### src/rtl/l2_line_responder_if.sv
// Bus bundle between the cache arbiter / physical memory and the L2 line responder.
// The responder uses the slave view; the surrounding environment uses the master view.
interface l2_line_responder_if #(
    parameter int WORD_W = 16,
    parameter int BEATS  = 8,
    parameter int ADDR_W = 16
) ();
    localparam int LINE_W = WORD_W * BEATS;

    logic              l2_mem_read;
    logic              l2_mem_write;
    logic [ADDR_W-1:0] l2_mem_address;
    logic [LINE_W-1:0] l2_mem_wdata;
    logic              l2_mem_resp;
    logic [LINE_W-1:0] l2_mem_rdata;

    logic              pmem_req;
    logic              pmem_we;
    logic [ADDR_W-1:0] pmem_addr;
    logic [WORD_W-1:0] pmem_wdata;
    logic [WORD_W-1:0] pmem_rdata;
    logic              pmem_ack;

    modport slave (
        input  l2_mem_read, l2_mem_write, l2_mem_address, l2_mem_wdata,
        output l2_mem_resp, l2_mem_rdata,
        output pmem_req, pmem_we, pmem_addr, pmem_wdata,
        input  pmem_rdata, pmem_ack
    );

    modport master (
        output l2_mem_read, l2_mem_write, l2_mem_address, l2_mem_wdata,
        input  l2_mem_resp, l2_mem_rdata,
        input  pmem_req, pmem_we, pmem_addr, pmem_wdata,
        output pmem_rdata, pmem_ack
    );
endinterface

### src/rtl/l2_line_responder.sv
// Services one full-line L2 read/write as a burst of word beats on physical memory,
// then pulses l2_mem_resp once with the assembled line.
module l2_line_responder #(
    parameter int WORD_W = 16,
    parameter int BEATS  = 8,
    parameter int ADDR_W = 16
) (
    input  logic                 clk,
    input  logic                 reset_n,
    l2_line_responder_if.slave   bus
);
    localparam int LINE_W = WORD_W * BEATS;
    localparam int BEAT_W = $clog2(BEATS);
    localparam int OFF_W  = $clog2(LINE_W / 8);
    localparam int WORD_B = WORD_W / 8;

    typedef enum logic [1:0] {IDLE, RD, WR, RESP} state_t;

    state_t                       state, state_nxt;
    logic [BEAT_W-1:0]            beat;
    logic [ADDR_W-1:0]            line_addr;
    logic [BEATS-1:0][WORD_W-1:0] wdata_q;
    logic [BEATS-1:0][WORD_W-1:0] rdata_q;
    logic                         busy;
    logic                         beat_done;
    logic                         last_beat;
    logic                         start;

    assign busy      = (state == RD) || (state == WR);
    assign beat_done = busy && bus.pmem_ack;
    assign last_beat = (beat == BEAT_W'(BEATS - 1));
    assign start     = (state == IDLE) && (bus.l2_mem_read || bus.l2_mem_write);

    always_ff @(posedge clk) begin
        if (!reset_n) state <= IDLE;
        else          state <= state_nxt;
    end

    always_comb begin
        state_nxt       = state;
        bus.pmem_req    = busy;
        bus.pmem_we     = (state == WR);
        bus.pmem_addr   = '0;
        bus.pmem_wdata  = '0;
        bus.l2_mem_resp = (state == RESP);
        if (busy) begin
            bus.pmem_addr  = line_addr + ADDR_W'(beat) * ADDR_W'(WORD_B);
            bus.pmem_wdata = wdata_q[beat];
        end
        case (state)
            IDLE: begin
                // read has priority when both requests are raised together
                if (bus.l2_mem_read)       state_nxt = RD;
                else if (bus.l2_mem_write) state_nxt = WR;
            end
            RD, WR:  if (beat_done && last_beat) state_nxt = RESP;
            RESP:    state_nxt = IDLE;
            default: state_nxt = IDLE;
        endcase
    end

    always_ff @(posedge clk) begin
        if (!reset_n) begin
            beat      <= '0;
            line_addr <= '0;
            wdata_q   <= '0;
        end else if (start) begin
            beat      <= '0;
            line_addr <= {bus.l2_mem_address[ADDR_W-1:OFF_W], {OFF_W{1'b0}}};
            if (!bus.l2_mem_read) wdata_q <= bus.l2_mem_wdata;
        end else if (beat_done) begin
            beat <= last_beat ? '0 : beat + 1'b1;
        end
    end

    // rdata is architectural: it persists across writes and idle periods
    always_ff @(posedge clk) begin
        if (!reset_n)                          rdata_q       <= '0;
        else if (state == RD && bus.pmem_ack)  rdata_q[beat] <= bus.pmem_rdata;
    end

    assign bus.l2_mem_rdata = rdata_q;
endmodule

### src/flat_wrapper.sv
// flat-port wrapper written by rule: the top's interface ports become plain ports
module l2_line_responder_flat 
#(
    parameter int WORD_W = 16,
    parameter int BEATS  = 8,
    parameter int ADDR_W = 16
)
  (clk, reset_n, bus_l2_mem_read, bus_l2_mem_write, bus_l2_mem_address, bus_l2_mem_wdata, bus_l2_mem_resp, bus_l2_mem_rdata, bus_pmem_req, bus_pmem_we, bus_pmem_addr, bus_pmem_wdata, bus_pmem_rdata, bus_pmem_ack);
  l2_line_responder_if #(.WORD_W(WORD_W), .BEATS(BEATS), .ADDR_W(ADDR_W)) bus_i ();
  input  logic clk;
  input  logic reset_n;
  input wire logic [$bits(bus_i.l2_mem_read)-1:0] bus_l2_mem_read;
  input wire logic [$bits(bus_i.l2_mem_write)-1:0] bus_l2_mem_write;
  input wire logic [$bits(bus_i.l2_mem_address)-1:0] bus_l2_mem_address;
  input wire logic [$bits(bus_i.l2_mem_wdata)-1:0] bus_l2_mem_wdata;
  output wire logic [$bits(bus_i.l2_mem_resp)-1:0] bus_l2_mem_resp;
  output wire logic [$bits(bus_i.l2_mem_rdata)-1:0] bus_l2_mem_rdata;
  output wire logic [$bits(bus_i.pmem_req)-1:0] bus_pmem_req;
  output wire logic [$bits(bus_i.pmem_we)-1:0] bus_pmem_we;
  output wire logic [$bits(bus_i.pmem_addr)-1:0] bus_pmem_addr;
  output wire logic [$bits(bus_i.pmem_wdata)-1:0] bus_pmem_wdata;
  input wire logic [$bits(bus_i.pmem_rdata)-1:0] bus_pmem_rdata;
  input wire logic [$bits(bus_i.pmem_ack)-1:0] bus_pmem_ack;
  assign bus_i.l2_mem_read = bus_l2_mem_read;
  assign bus_i.l2_mem_write = bus_l2_mem_write;
  assign bus_i.l2_mem_address = bus_l2_mem_address;
  assign bus_i.l2_mem_wdata = bus_l2_mem_wdata;
  assign bus_l2_mem_resp = bus_i.l2_mem_resp;
  assign bus_l2_mem_rdata = bus_i.l2_mem_rdata;
  assign bus_pmem_req = bus_i.pmem_req;
  assign bus_pmem_we = bus_i.pmem_we;
  assign bus_pmem_addr = bus_i.pmem_addr;
  assign bus_pmem_wdata = bus_i.pmem_wdata;
  assign bus_i.pmem_rdata = bus_pmem_rdata;
  assign bus_i.pmem_ack = bus_pmem_ack;
  l2_line_responder #(.WORD_W(WORD_W), .BEATS(BEATS), .ADDR_W(ADDR_W)) u_core (.clk(clk), .reset_n(reset_n), .bus(bus_i));
endmodule
### config.mk
export PLATFORM = sky130hd
export DESIGN_NAME = l2_line_responder_flat
export DESIGN_NICKNAME = d
export VERILOG_FILES = /design/src/rtl/l2_line_responder_if.sv /design/src/rtl/l2_line_responder.sv /design/src/flat_wrapper.sv
export SDC_FILE = /design/constraint.sdc
export NUM_CORES = 1
export LEC_CHECK = 0
export CAP_MARGIN = 30
export CORE_ASPECT_RATIO = 0.8
export CORE_UTILIZATION = 45
export DETAILED_ROUTE_END_ITERATION = 7
export GPL_TIMING_DRIVEN = 0
export PLACE_DENSITY = 0.8
export SLEW_MARGIN = 20
export SYNTH_ARGS = -nofsm -noshare
export SYNTH_HDL_FRONTEND = slang
export SYNTH_SLANG_ARGS = --single-unit
### constraint.sdc
create_clock -name clk -period 2.85 [get_ports clk]
set_input_delay 0.855 -clock clk [delete_from_list [all_inputs] [get_ports clk]]
set_output_delay 0.855 -clock clk [all_outputs]
set_load 0.05 [all_outputs]
== Word level (Yosys, flattened, before mapping) ==
Cells that the tools add are included.

* Add/subtract/negate cells: 2
* Order comparisons: 2
* Equal/unequal tests: 6
* Muxes and demuxes: 12
* Bitwise logic cells: 2
* Reduce and logical (&&, ||, !) cells: 12

{| class="wikitable"
|+ Operators by type and width
! kind !! count
|-
| $bwmux 128 || 1
|-
| $mux 16 || 4
|-
| $bmux 16 s3 || 1
|-
| $demux 16 s3 || 1
|-
| $add 16x4->16 || 1
|-
| $mux 2 || 3
|-
| $pmux 2 s3 || 1
|-
| $logic_and 1x1->1 || 5
|-
| $eq 2x2->1 const B || 2
|-
| $lt 3x4->1 const B || 1
|-
| $reduce_and 2->1 || 2
|-
| $reduce_or 2->1 || 2
|-
| $add 3x1->3 const B || 1
|-
| $eq 3x3->1 const B || 1
|-
| $ge 3x1->1 const B || 1
|-
| $mux 3 || 1
|-
| $ne 3x3->1 const B || 1
|-
| $eq 2x1->1 const B || 1
|-
| $logic_not 2->1 || 1
|-
| $logic_or 1x1->1 || 2
|-
| $ne 2x1->1 const B || 1
|-
| $not 1->1 || 2
|}

* Register bits: 273
* Input port bits: 165
* Output and inout bits: 163
* Word-level logic and storage cells: 55

== Logic depth before layout (Yosys ltp) ==
* Depth in word-level cells: 6
* Mapped depth: 8

== Least setup slack after synthesis ==
Ideal clock, no wire load.

* Path type: register to output
* From: register u_core.state[0]
* To: output port bus_pmem_wdata[3]
* Data arrival time: 2744 ps
* Slack: -749 ps
* Cell stages (with the launch flop): 7
* Path buffers: 2
* Cells stage by stage: dfxtp_1 inv_1 ha_1 clkbuf_1 clkbuf_1 o21ai_0 o21ai_0

* Word-level cells in the longest chain between the ends: 3
* Elaborated cells between the ends (all ways): 4
* Classes of those cells: eq/ne (2); mux (1); reduce/logical (1)

{| class="wikitable"
|+ Ends and longest elaborated chain
! item !! RTL line !! RTL
|-
| from (decl) || l2_line_responder.sv:19 || <nowiki>state_t state, state_nxt;</nowiki>
|-
| from (signal assigned) || l2_line_responder.sv:36 || <nowiki>else state <= state_nxt;</nowiki>
|-
| $eq 2x1->1 / $eq 2x2->1 (equally long branches) || l2_line_responder.sv:29 || <nowiki>assign busy = (state == RD) || (state == WR);</nowiki>
|-
| $logic_or 1x1->1 (*) || l2_line_responder.sv:29 ||
|-
| net bus_pmem_req || flat_wrapper.sv:18 || <nowiki>output wire logic [$bits(bus_i.pmem_req)-1:0] bus_pmem_req;</nowiki>
|-
| $mux 16 (*) || l2_line_responder.sv:46 || <nowiki>if (busy) begin</nowiki>
|-
| to (decl) || flat_wrapper.sv:21 || <nowiki>output wire logic [$bits(bus_i.pmem_wdata)-1:0] bus_pmem_wdata;</nowiki>
|}

The timed path passes the listed nets; every way through them passes the cells marked *.

== Final worst setup path ==
* From: register u_core.beat[1]
* To: output port bus_pmem_wdata[15]

* Word-level cells in the longest chain between the ends: 3

{| class="wikitable"
|+ Ends and longest elaborated chain
! item !! RTL line !! RTL
|-
| from (decl) || l2_line_responder.sv:20 || <nowiki>logic [BEAT_W-1:0] beat;</nowiki>
|-
| from (signal assigned) || l2_line_responder.sv:72 || <nowiki>beat <= last_beat ? '0 : beat + 1'b1;</nowiki>
|-
| $bmux 16 s3 || l2_line_responder.sv:48 || <nowiki>bus.pmem_wdata = wdata_q[beat];</nowiki>
|-
| $mux 16 (not written as such) || l2_line_responder.sv:48 ||
|-
| $mux 16 || l2_line_responder.sv:46 ||
|}

No other way between the ends. The select of a mux whose other input is x is not followed.

==> impl_metrics.json <==
{
  "outcome": "finished with violations",
  "violations": "negative setup slack",
  "power_frac_comb": 0.279,
  "synth_commonest_cells": "nand2_1, dfxtp_1, a21oi_1",
  "drtAntennaViolNets": 0,
  "synthFlopType": "dfxtp_1",
  "hold_viol_final": 0,
  "synth_top_area_share": 0.4938,
  "synth-edff-count": 0,
  "synth_xor_area_frac": 0,
  "finish.utilization": 0.7082,
  "grt_pass1_vias": 11080,
  "drt_iter0_drc": 1106,
  "final_cell_count_no_fill": 2124,
  "grt_max_degree": 15,
  "leakage_nw": 5.821,
  "cts-root-buf": "clkbuf_16",
  "place_inst": 2030,
  "synth_top_family_by_area": "simple AND/OR/NAND/NOR gates",
  "wl_met2_mm": 18.32,
  "fin_worst_skew_ns": 0.01221,
  "cts_max_level": 1,
  "synth_top_cell_by_area": "dfxtp_1",
  "setup_viol": 16,
  "place_hpwl_mm": 30.56,
  "drc": 0,
  "top_layer_used": "met5",
  "preCtsSetupSlack_ns": -1.142,
  "grtUsageTotal": 0.3215,
  "synth_fa_ha_area_frac": 0.006783,
  "synth-compound-area-share": 0.1829,
  "synth.avg_cell_area_sq_um": 7.839,
  "post_drt_wl_per_cell_um": 19.91,
  "crit_path_max_fanout": 6,
  "syn_area_sq_um": 11070,
  "synth_area_leaders": "dfxtp_1, nand2_1, a21oi_1",
  "synthMuxAreaShare": 0.02103,
  "fmaxAchievable_ghz": 0.3234,
  "first_pass_iters": 6,
  "power_switching_mw": 3.670,
  "fin_area_sq_um": 16840,
  "intPower_mw": 7.511,
  "finalCritPeriodShare": 1.085,
  "critPathCaptureType": "output pin",
  "power_mw": 11.18,
  "coreArea_sq_um": 23770,
  "clk_pin_slew_ns": 0.06,
  "power.share.sequential": 0.389,
  "cts.path.max_buffers": 3,
  "crit_type": "reg2out",
  "slew_viol_final": 0,
  "die_area_sq_um": 25230,
  "drive_gt1_frac": 0.1679,
  "vias": 11680,
  "grt_setup_unrepaired": "true",
  "placed_area_sq_um": 14690,
  "hold_path_class": "reg2reg",
  "synth-simple-area-share": 0.2406,
  "via_per_inst": 5.499,
  "sw_frac_of_total": 0.3282,
  "start_util": 0.4656,
  "io-pin-count": 328,
  "required_ns": 2.00,
  "chipHeight_um": 142.3,
  "rows": 50,
  "synth.yosys.seq_area_share": 0.4938,
  "portBuffers": 306,
  "clock_latency_ns": 0.54,
  "final_nets": 1962,
  "wl_met3_mm": 4.376,
  "drt-total-wl_mm": 42.28,
  "worstPathArrival_ns": 2.24,
  "gr-total-overflow": 0,
  "yosysWarnings": 0,
  "syn_inst": 1412,
  "cts_tree": "yes",
  "irDropWorstVdd_mv": 0.5747,
  "cts.sinks": 273,
  "cts_made_buffers": 28,
  "yosysMostFrequentCell": "nand2_1",
  "ys_ff_latch": 273,
  "drt-met1-wl_mm": 18.22,
  "synth_cell_types": 46,
  "syn_nets": 1583,
  "area_delta_synth_final_pct": 52.11,
  "power.density_nw_per_um2": 664.1,
  "gp_congestion": 1.011,
  "worst_slew_pin_slew_ns": 0.8586,
  "period_needed_ns": 3.092,
  "die_w_um": 177.3,
  "setup_slack_ns": -0.2418,
  "pwr-share-clk": 0.331,
  "antenna_found_initial": 2,
  "maxSlewHeadroom": 0.4276,
  "crit_path_start_kind": "flip-flop",
  "max_cap_viol_count": 0,
  "synthArstFlopShare": 0,
  "grt_pass1_wl_mm": 61.88
}
## sequential cells by signal, summed over array words and instances (netlist names)
signal,count
u_core.bus.l2_mem_rdata,128
u_core.wdata_q,128
u_core.line_addr,12
u_core.beat,3
u_core.state,2
## layer usage
layer,vias up,global-route usage
met5,-,0
met4,2,0.1071
met3,104,0.08467
met2,617,0.4850
met1,5531,0.4445
li1,5426,-
## power groups by stage
stage               registers [mW]  clock network, mW  logic (mW)
floorplan                     4.43                  0        1.52
global placement              4.37                  0        2.48
detailed placement            4.38                  0        2.53
CTS                           4.32               3.73        2.84
global route                  4.37               3.89        3.29
finish                        4.35               3.70        3.12
## cell usage in the layout (no fill, tap or decap), drive strengths merged, types with 2 or more instances in the layout
master	count
a21boi	50
a21oi	231
a221oi	5
a22oi	15
a311oi	11
a31oi	7
and2	15
buf	150
bufinv	2
clkbuf	85
clkdlybuf4s50	272
clkinv	2
dfxtp	273
dlygate4sd2	2
ha	6
inv	5
mux2	2
mux2i	21
nand2	559
nand2b	7
nand3	15
nor2	14
nor2b	8
nor3	2
nor3b	11
o21ai	11
o22a	5
o22ai	10
or2	5
## metrics by stage
stage | hold WS (ns) | setup TNS, ns
2_1_floorplan | 0.4315 | -0.1300
3_3_place_gp | 0.4371 | -24.31
3_5_place_dp | 0.4416 | -25.25
4_1_cts | 0.4515 | -2.765
5_1_grt | 0.4654 | -3.663
6_report | 0.4525 | -2.842
## cell type report
class | count | area, sq um
diodes | 1 | 2.502
plain buffers | 114 | 754.5
clock buffers | 46 | 838.3
clock inverters | 4 | 83.83
fillers | 1849 | 6937
inverters | 6 | 27.53
multi-input cells | 1018 | 5728
flip-flops and latches | 273 | 5479
well taps | 312 | 390.4
repair buffers | 350 | 3532
## cells by family after synthesis
group / after synthesis
other: 1
multiplexers: 23
AND/OR/NAND/NOR: 639
adder cells (fa/ha/maj): 6
buffers and inverters: 121
flip-flops: 273
AO/OA/AOI/OAI: 349
## worst max-delay path: stages, from the launching register on
cell     delay, ns
dfxtp_4       0.38
buf_8         0.14
buf_6         0.12
nor2_4        0.04
buf_12        0.13
buf_6         0.11
a22oi_2       0.20
o22ai_1       0.15
a31o_2        0.28
buf_8         0.16
## timing repair
action | CTS | global route
cloned | 3 | 3
hold buffers | 0 | 0
buffers inserted | 18 | 21
pin swaps | 23 | 18
endpoints found under the setup margin | 33 | 30
gates resized for setup | 342 | 42
## final timing paths
| kind | startpoint | end | slack (ns) | cells past startpoint |
|---|---|---|---|---|
| hold reg to reg | u_core.line_addr[12] | u_core.line_addr[12] | 0.45 | 2 |
| setup reg to reg | u_core.state[0] | u_core.bus.l2_mem_rdata[28] | 0.86 | 7 |
| hold / removal | u_core.line_addr[12] | u_core.line_addr[12] | 0.45 | 2 |
| setup / recovery | u_core.beat[1] | bus_pmem_wdata[15] | -0.24 | 9 |
No activity file was read; power rests on OpenSTA's default activity.
